==> src/rtl/master_pkg.sv <==
// Shared definitions for the burst source and its receiver-side benches:
// FSM state encoding and default widths/step.
package master_pkg;

    typedef enum logic [1:0] {
        IDLE = 2'd0,
        SEND = 2'd1,
        GAP  = 2'd2
    } state_t;

    localparam int DATA_W = 32;
    localparam int LEN_W  = 8;
    localparam int GAP_W  = 4;
    localparam int STEP   = 1;

endpackage

==> src/rtl/master_burst_src.sv <==
// Burst source: on start, emits len words seed, seed+STEP, ... over valid/ready,
// with an optional fixed idle gap between beats.
module master_burst_src
    import master_pkg::*;
#(
    parameter int DATA_W_P = master_pkg::DATA_W,
    parameter int LEN_W_P  = master_pkg::LEN_W,
    parameter int GAP_W_P  = master_pkg::GAP_W,
    parameter int STEP_P   = master_pkg::STEP
) (
    input  logic                clk,
    input  logic                rst,
    input  logic                start,
    input  logic [LEN_W_P-1:0]  len,
    input  logic [DATA_W_P-1:0] seed,
    input  logic [GAP_W_P-1:0]  gap,
    output logic [DATA_W_P-1:0] data,
    output logic                valid,
    input  logic                ready,
    output logic                busy,
    output logic                done,
    output logic [LEN_W_P-1:0]  beat_cnt
);

    state_t               state, state_next;
    logic [LEN_W_P-1:0]   remaining;
    logic [GAP_W_P-1:0]   gap_lat;
    logic [GAP_W_P-1:0]   gap_cnt;
    logic                 last_beat;

    assign last_beat = (remaining == LEN_W_P'(1));

    // valid/busy decode only the state register, so they never see ready or start.
    assign valid = (state == SEND);
    assign busy  = (state != IDLE);

    always_comb begin
        // NOTE: default first so every path assigns state_next and no latch is inferred.
        state_next = state;
        case (state)
            IDLE: if (start && (len != '0)) state_next = SEND;
            SEND: begin
                if (ready) begin
                    if (last_beat)           state_next = IDLE;
                    else if (gap_lat != '0)  state_next = GAP;
                    else                     state_next = SEND;
                end
            end
            GAP:  if (gap_cnt == GAP_W_P'(1)) state_next = SEND;
            default: state_next = IDLE;
        endcase
    end

    // NOTE: all registered state uses non-blocking assignments so every flop
    // samples pre-edge values regardless of statement order.
    always_ff @(posedge clk) begin
        if (rst) begin
            state     <= IDLE;
            data      <= '0;
            remaining <= '0;
            gap_lat   <= '0;
            gap_cnt   <= '0;
            done      <= 1'b0;
            beat_cnt  <= '0;
        end else begin
            state <= state_next;
            done  <= 1'b0;
            case (state)
                IDLE: begin
                    if (start) begin
                        beat_cnt <= '0;
                        if (len != '0) begin
                            data      <= seed;
                            remaining <= len;
                            gap_lat   <= gap;
                        end else begin
                            done <= 1'b1;
                        end
                    end
                end
                SEND: begin
                    if (ready) begin
                        data      <= data + DATA_W_P'(STEP_P);
                        remaining <= remaining - LEN_W_P'(1);
                        beat_cnt  <= beat_cnt + LEN_W_P'(1);
                        gap_cnt   <= gap_lat;
                        if (last_beat) done <= 1'b1;
                    end
                end
                GAP: gap_cnt <= gap_cnt - GAP_W_P'(1);
                default: ;
            endcase
        end
    end

endmodule
==> config.mk <==
export PLATFORM = sky130hd
export DESIGN_NAME = master_burst_src
export DESIGN_NICKNAME = d
export VERILOG_FILES = /design/src/rtl/master_pkg.sv /design/src/rtl/master_burst_src.sv
export SDC_FILE = /design/constraint.sdc
export NUM_CORES = 1
export LEC_CHECK = 0
export ABC_AREA = 1
export CAP_MARGIN = 20
export CORE_ASPECT_RATIO = 0.6
export CORE_MARGIN = 2
export CORE_UTILIZATION = 30
export CTS_CLUSTER_DIAMETER = 80
export DETAILED_ROUTE_END_ITERATION = 7
export DONT_BUFFER_PORTS = 1
export GPL_ROUTABILITY_DRIVEN = 0
export SYNTH_ARGS = -nofsm -noshare
export SYNTH_HDL_FRONTEND = slang
export SYNTH_SLANG_ARGS = --single-unit
==> constraint.sdc <==
create_clock -name clk -period 4.4 [get_ports clk]
set_input_delay 0.88 -clock clk [delete_from_list [all_inputs] [get_ports clk]]
set_output_delay 0.88 -clock clk [all_outputs]
set_load 0.03 [all_outputs]
### Yosys cells after proc, flatten, opt, wreduce, memory -nomap -nowiden

Index checks and enable logic that the tools add are counted.

| storage, ports and cells | value |
|---|---|
| register bits after elaboration | 59 |
| output and inout bits | 43 |
| bits of input ports | 48 |

| cells by class | value |
|---|---|
| multiplexer cells | 24 |
| eq/ne operators | 9 |
| reduce and logical (&&, ||, !) cells | 12 |
| add/subtract/negate cells | 4 |

Operators by type and width:

| kind | number |
|---|---|
| two-way mux 32 bit | 3 |
| one-hot mux 32 bit (2 select lines) | 1 |
| two-way mux 8 bit | 5 |
| adder 32 x 1 -> 32 bit, second input constant | 1 |
| one-hot mux 8 bit (2 select lines) | 2 |
| two-way mux 2 bit | 5 |
| AND reduction 3 bit | 3 |
| adder 8 x 1 -> 8 bit, second input constant | 1 |
| == test 8 x 1 -> 1 bit, second input constant | 1 |
| != test 2 bit, second input constant | 4 |
| one-hot mux 4 bit (2 select lines) | 1 |
| nonzero test 8 bit | 1 |
| subtractor 8 x 1 -> 8 bit, second input constant | 1 |
| one-hot mux 2 bit (3 select lines) | 1 |
| nonzero test 2 bit | 3 |
| == test 4 x 1 -> 1 bit, second input constant | 1 |
| two-way mux 1 bit | 4 |
| two-way mux 4 bit | 1 |
| AND reduction 4 bit | 1 |
| nonzero test 4 bit | 1 |
| subtractor 4 x 1 -> 4 bit, second input constant | 1 |
| == test 2 x 1 -> 1 bit, second input constant | 1 |
| == test 2 bit, second input constant | 1 |
| zero test 2 bit | 1 |
| other kinds (4) | 4 |

### Longest topological paths before layout

| logic depth | value |
|---|---|
| word-level depth | 5 |
| mapped depth | 10 |

### Least setup slack after synthesis

OpenSTA, ideal clock, no wires.

| timing path | value |
|---|---|
| path kind | reg2out |
| start point | register state[0] |
| end point | output valid |
| cell stages (with the launch flop) | 5 |
| arrival | 1.079 ns |
| path slack | 2.441 ns |
| path through | dfxtp_1 > inv_2 > nor2_8 > buf_2 > buf_2 |

| on the way | value |
|---|---|
| cells in the longest elaborated chain, start to end | 1 |

RTL lines:

| what | line | RTL |
|---|---|---|
| start: declaration | master_burst_src.sv:25 | `state_t state, state_next;` |
| start signal: assignment | master_burst_src.sv:66 | `state <= state_next;` |
| == test 2 x 1 -> 1 bit | master_burst_src.sv:34 | `assign valid = (state == SEND);` |
| end: declaration | master_burst_src.sv:18 | `output logic valid,` |

Every way passes these cells.

### Worst setup path in the final report

Ends and elaborated chain as after synthesis.

==> results.md <==
| Item | This run | Unit |
|:---|:---|:---|
| Status | finished clean | - |
| Library cell used as clock root buffer | sky130_fd_sc_hd__clkbuf_16 | - |
| Max-cap check violation count | 0 | - |
| Final Slew Violations | 0 | - |
| Worst setup slack after placement | 2.03 | ns |
| Horiz. Die Dim | 151 | um |
| Initial antenna violation count | 0 | - |
| Top post-synthesis cells by area | sky130_fd_sc_hd__dfxtp_1, sky130_fd_sc_hd__nand2_1, sky130_fd_sc_hd__nor2_1 | - |
| Buffer levels on the longest clock path | 2 | - |
| Pwr per Cell Area | 739 | nW/um^2 |
| Area of all sequential standard cells | 1180 | um^2 |
| Count of warnings emitted by yosys | 0 | - |
| Mean cell area of the mapped netlist | 6.11 | um^2 |
| Pin count of the biggest net entering global routing | 52 | - |
| Switching portion of total power | 48.8 | % |
| Clock-pin transition on the worst setup and hold timing paths | 0.05 | ns |
| Setup repair bufs after CTS | 0 | - |
| Count of input and output buffers | 0 | - |
| Critical path endpoint category | primary output | - |
| GR Overflow Total | 0 | - |
| Syn_nets | 694 | - |
| TritonCTS buffer count | 9 | - |
| Placed inst area | 4010 | um^2 |
| EDFF count, synth | 0 | - |
| Placeable core region | 12800 | um^2 |
| Latest clock arrival within the worst-skew pair | 0.33 | ns |
| Required time of the worst setup path | 3.52 | ns |
| Category of the most critical setup path | reg2out | - |
| Area Overhead vs Synth | 11.1 | % |
| Number of resized instances in the post-cts repair step | 0 | - |
| Critical path peak fanout | 38 | - |
| Die extent in y | 92.4 | um |
| Layout cells sized above 1 | 6.46 | % |
| Worst IR Drop VDD | 0.000245 | V |
| Number of distinct standard cells referenced by the synthesized netlist | 37 | - |
| Share of the clock period used by the worst path | 60.1 | % |
| DRC violation count after routing | 0 | - |
| Overall die area | 14000 | um^2 |
| RSZ-0062 raised after global routing | no | - |
| Share of flip-flops with an asynchronous set or reset after synthesis | 0 | % |
| Reg power frac | 37.2 | % |
| Startpoint type of the worst setup path | flop | - |
| HPWL Detailed | 8.81 | mm |
| Avg WL per Cell | 14.7 | um |
| Row count | 32 | - |
| Detailed Routing Iterations Pass 1 | 5 | - |
| Data arrival time at the worst-slack endpoint | 1.76 | ns |
| Internal power contribution | 0.00164 | W |
| Total global-route track usage | 17.8 | % |
| Clock power frac | 24.3 | % |
| Commonest cells in the synthesized netlist | sky130_fd_sc_hd__nand2_1, sky130_fd_sc_hd__nor2_1, sky130_fd_sc_hd__dfxtp_1 | - |
| Final setup violation count | 0 | - |
| Kind of path behind the tightest hold check | reg2reg | - |
| Routed wire length | 11.8 | mm |
| Starting utilization of the core area | 30.6 | % |
| Via Count | 3913 | - |
| Number of global-route vias before repair | 3562 | - |
| Sequential fraction of the synthesis area | 30.2 | % |
| Leakage power | 1.59 | nW |
| Yosys top cell area share | 30.2 | % |
| Achievable clock frequency | 378 | MHz |
| First-pass GRT wire length | 19.5 | mm |
| Switch Pwr | 0.00157 | W |
| Final worst setup slack | 1.76 | ns |
| Slew at the pin with the worst max-slew slack | 0.922 | ns |
| Antenna Diode Count | 0 | - |
| Cell taking the most area after synthesis | sky130_fd_sc_hd__dfxtp_1 | - |
| Final number of hold-violating endpoints | 0 | - |
| Most common cell in the synthesized netlist | sky130_fd_sc_hd__nand2_1 | - |
| Combinational group share of total power | 38.5 | % |
| Final Critical Period | 2.64 | ns |
| TNS Setup | 0 | ns |
| Hold-fix buffers at CTS | 0 | - |
| Number of nets still failing antenna checks after routing | 0 | - |
| IO Count | 91 | - |
| Mapped Area | 3910 | um^2 |
| Fin area | 4340 | um^2 |
| Number of violations reported at the end of detailed-routing iteration 0 | 244 | - |
| CTS tree | done | - |
| Most frequently used flop master after synthesis | sky130_fd_sc_hd__dfxtp_1 | - |
| Via density | 4.86 | - |
| H-tree Lvls | 3 | - |
| Nets@finish | 684 | - |
| Final-layout fill cell count | 1417 | - |
| Setup clock skew after layout | 0.00613 | ns |
| Relative slew slack | 38.4 | % |
| Area of the multi-input gates | 2380 | um^2 |
| Number of synthesized register bits | 59 | - |
| Synthesized instance count | 640 | - |
| CTS sink count | 59 | - |
## cell usage in the layout (no fill, tap or decap), drive strengths merged, types with 3 or more instances in the layout
| cell type | n |
|---|---|
| nand2 | 188 |
| nand3 | 41 |
| xnor2 | 4 |
| a21oi | 58 |
| o21ai | 51 |
| nor3 | 3 |
| nor2 | 119 |
| o211ai | 3 |
| and3 | 3 |
| nand4 | 6 |
| inv | 59 |
| ha | 6 |
| clkbuf | 12 |
| dfxtp | 59 |
| xor2 | 5 |
## cell type report
type                       count  share of cell area (%)
multi-input combinational    500                    54.9
sequential                    59                    27.2
clock buffer                  12                    5.91
inverter                      59                    5.22
tap                          170                    4.90
clock inverter                 4                    1.67
timing repair buffer           1                   0.173
## per-layer routing
layer  track usage (%)  share of wire [%]  up-vias  wire length, um
li1                  -                  -     2044                -
met1              27.7                 54     1726             6340
met2              22.7                 36      134             4230
met3              6.16                9.5        9             1130
met4              3.97               0.96        0              114
met5                 0                  0        -                0
## power by group through the flow
stage	registers, W	logic [W]	clock network (W)
4_1_cts	0.00119	0.00122	0.000798
2_1_floorplan	0.00111	0.00105	0
6_report	0.00119	0.00123	0.000780
5_1_grt	0.00123	0.00142	0.000821
3_3_place_gp	0.00121	0.00122	0
3_5_place_dp	0.00121	0.00122	0
## per-stage QoR
| step | cells | hold WS [ns] | power, W | util, % |
|---|---|---|---|---|
| 6_report | 805 | 0.462 | 0.00321 | 34.0 |
| 5_1_grt | 805 | 0.499 | 0.00347 | 34.0 |
| 4_1_cts | 805 | 0.461 | 0.00322 | 34.0 |
| 3_5_place_dp | 789 | 0.453 | 0.00242 | 31.4 |
| 3_3_place_gp | 789 | 0.456 | 0.00242 | 31.4 |
| 2_1_floorplan | 640 | 0.443 | 0.00216 | - |
## critical path: stages (launching register included)
cell and delay [ns]:
sky130_fd_sc_hd__dfxtp_1 0.40, sky130_fd_sc_hd__inv_2 0.09, sky130_fd_sc_hd__nor2_8 0.48, sky130_fd_sc_hd__buf_4 0.43
## cells by family (layout without fill, tap and decap cells)
| kind of cell | count (synthesis) | in the layout | synth area share (%) |
|---|---|---|---|
| adders and majority gates | 6 | 6 | 1.92 |
| xor gates and xnor gates | 9 | 9 | 2.02 |
| AOI/OAI and AO/OA | 119 | 119 | 16.3 |
| DFF | 59 | 59 | 30.2 |
| and+or+nand+nor | 366 | 366 | 40.8 |
| buffers and inverters | 81 | 76 | 8.74 |
## registers in the layout, indices dropped and copies added, names as in the netlist
name / cells
gap_cnt: 4
gap_lat: 4
beat_cnt: 8
remaining: 8
done: 1
state: 2
data: 32
## final timing paths
check	from	cells past startpoint	endpoint	slack, ns
setup reg to reg	state[0]$_SDFFE_PP0P_	7	state[1]$_SDFFE_PP0P_	2.25
hold reg to reg	gap_cnt[3]$_SDFFE_PP0P_	2	gap_cnt[3]$_SDFFE_PP0P_	0.46
setup / recovery	state[0]$_SDFFE_PP0P_	3	valid	1.76
hold / removal	gap_cnt[3]$_SDFFE_PP0P_	2	gap_cnt[3]$_SDFFE_PP0P_	0.46
(Power assumes the default switching activity.)
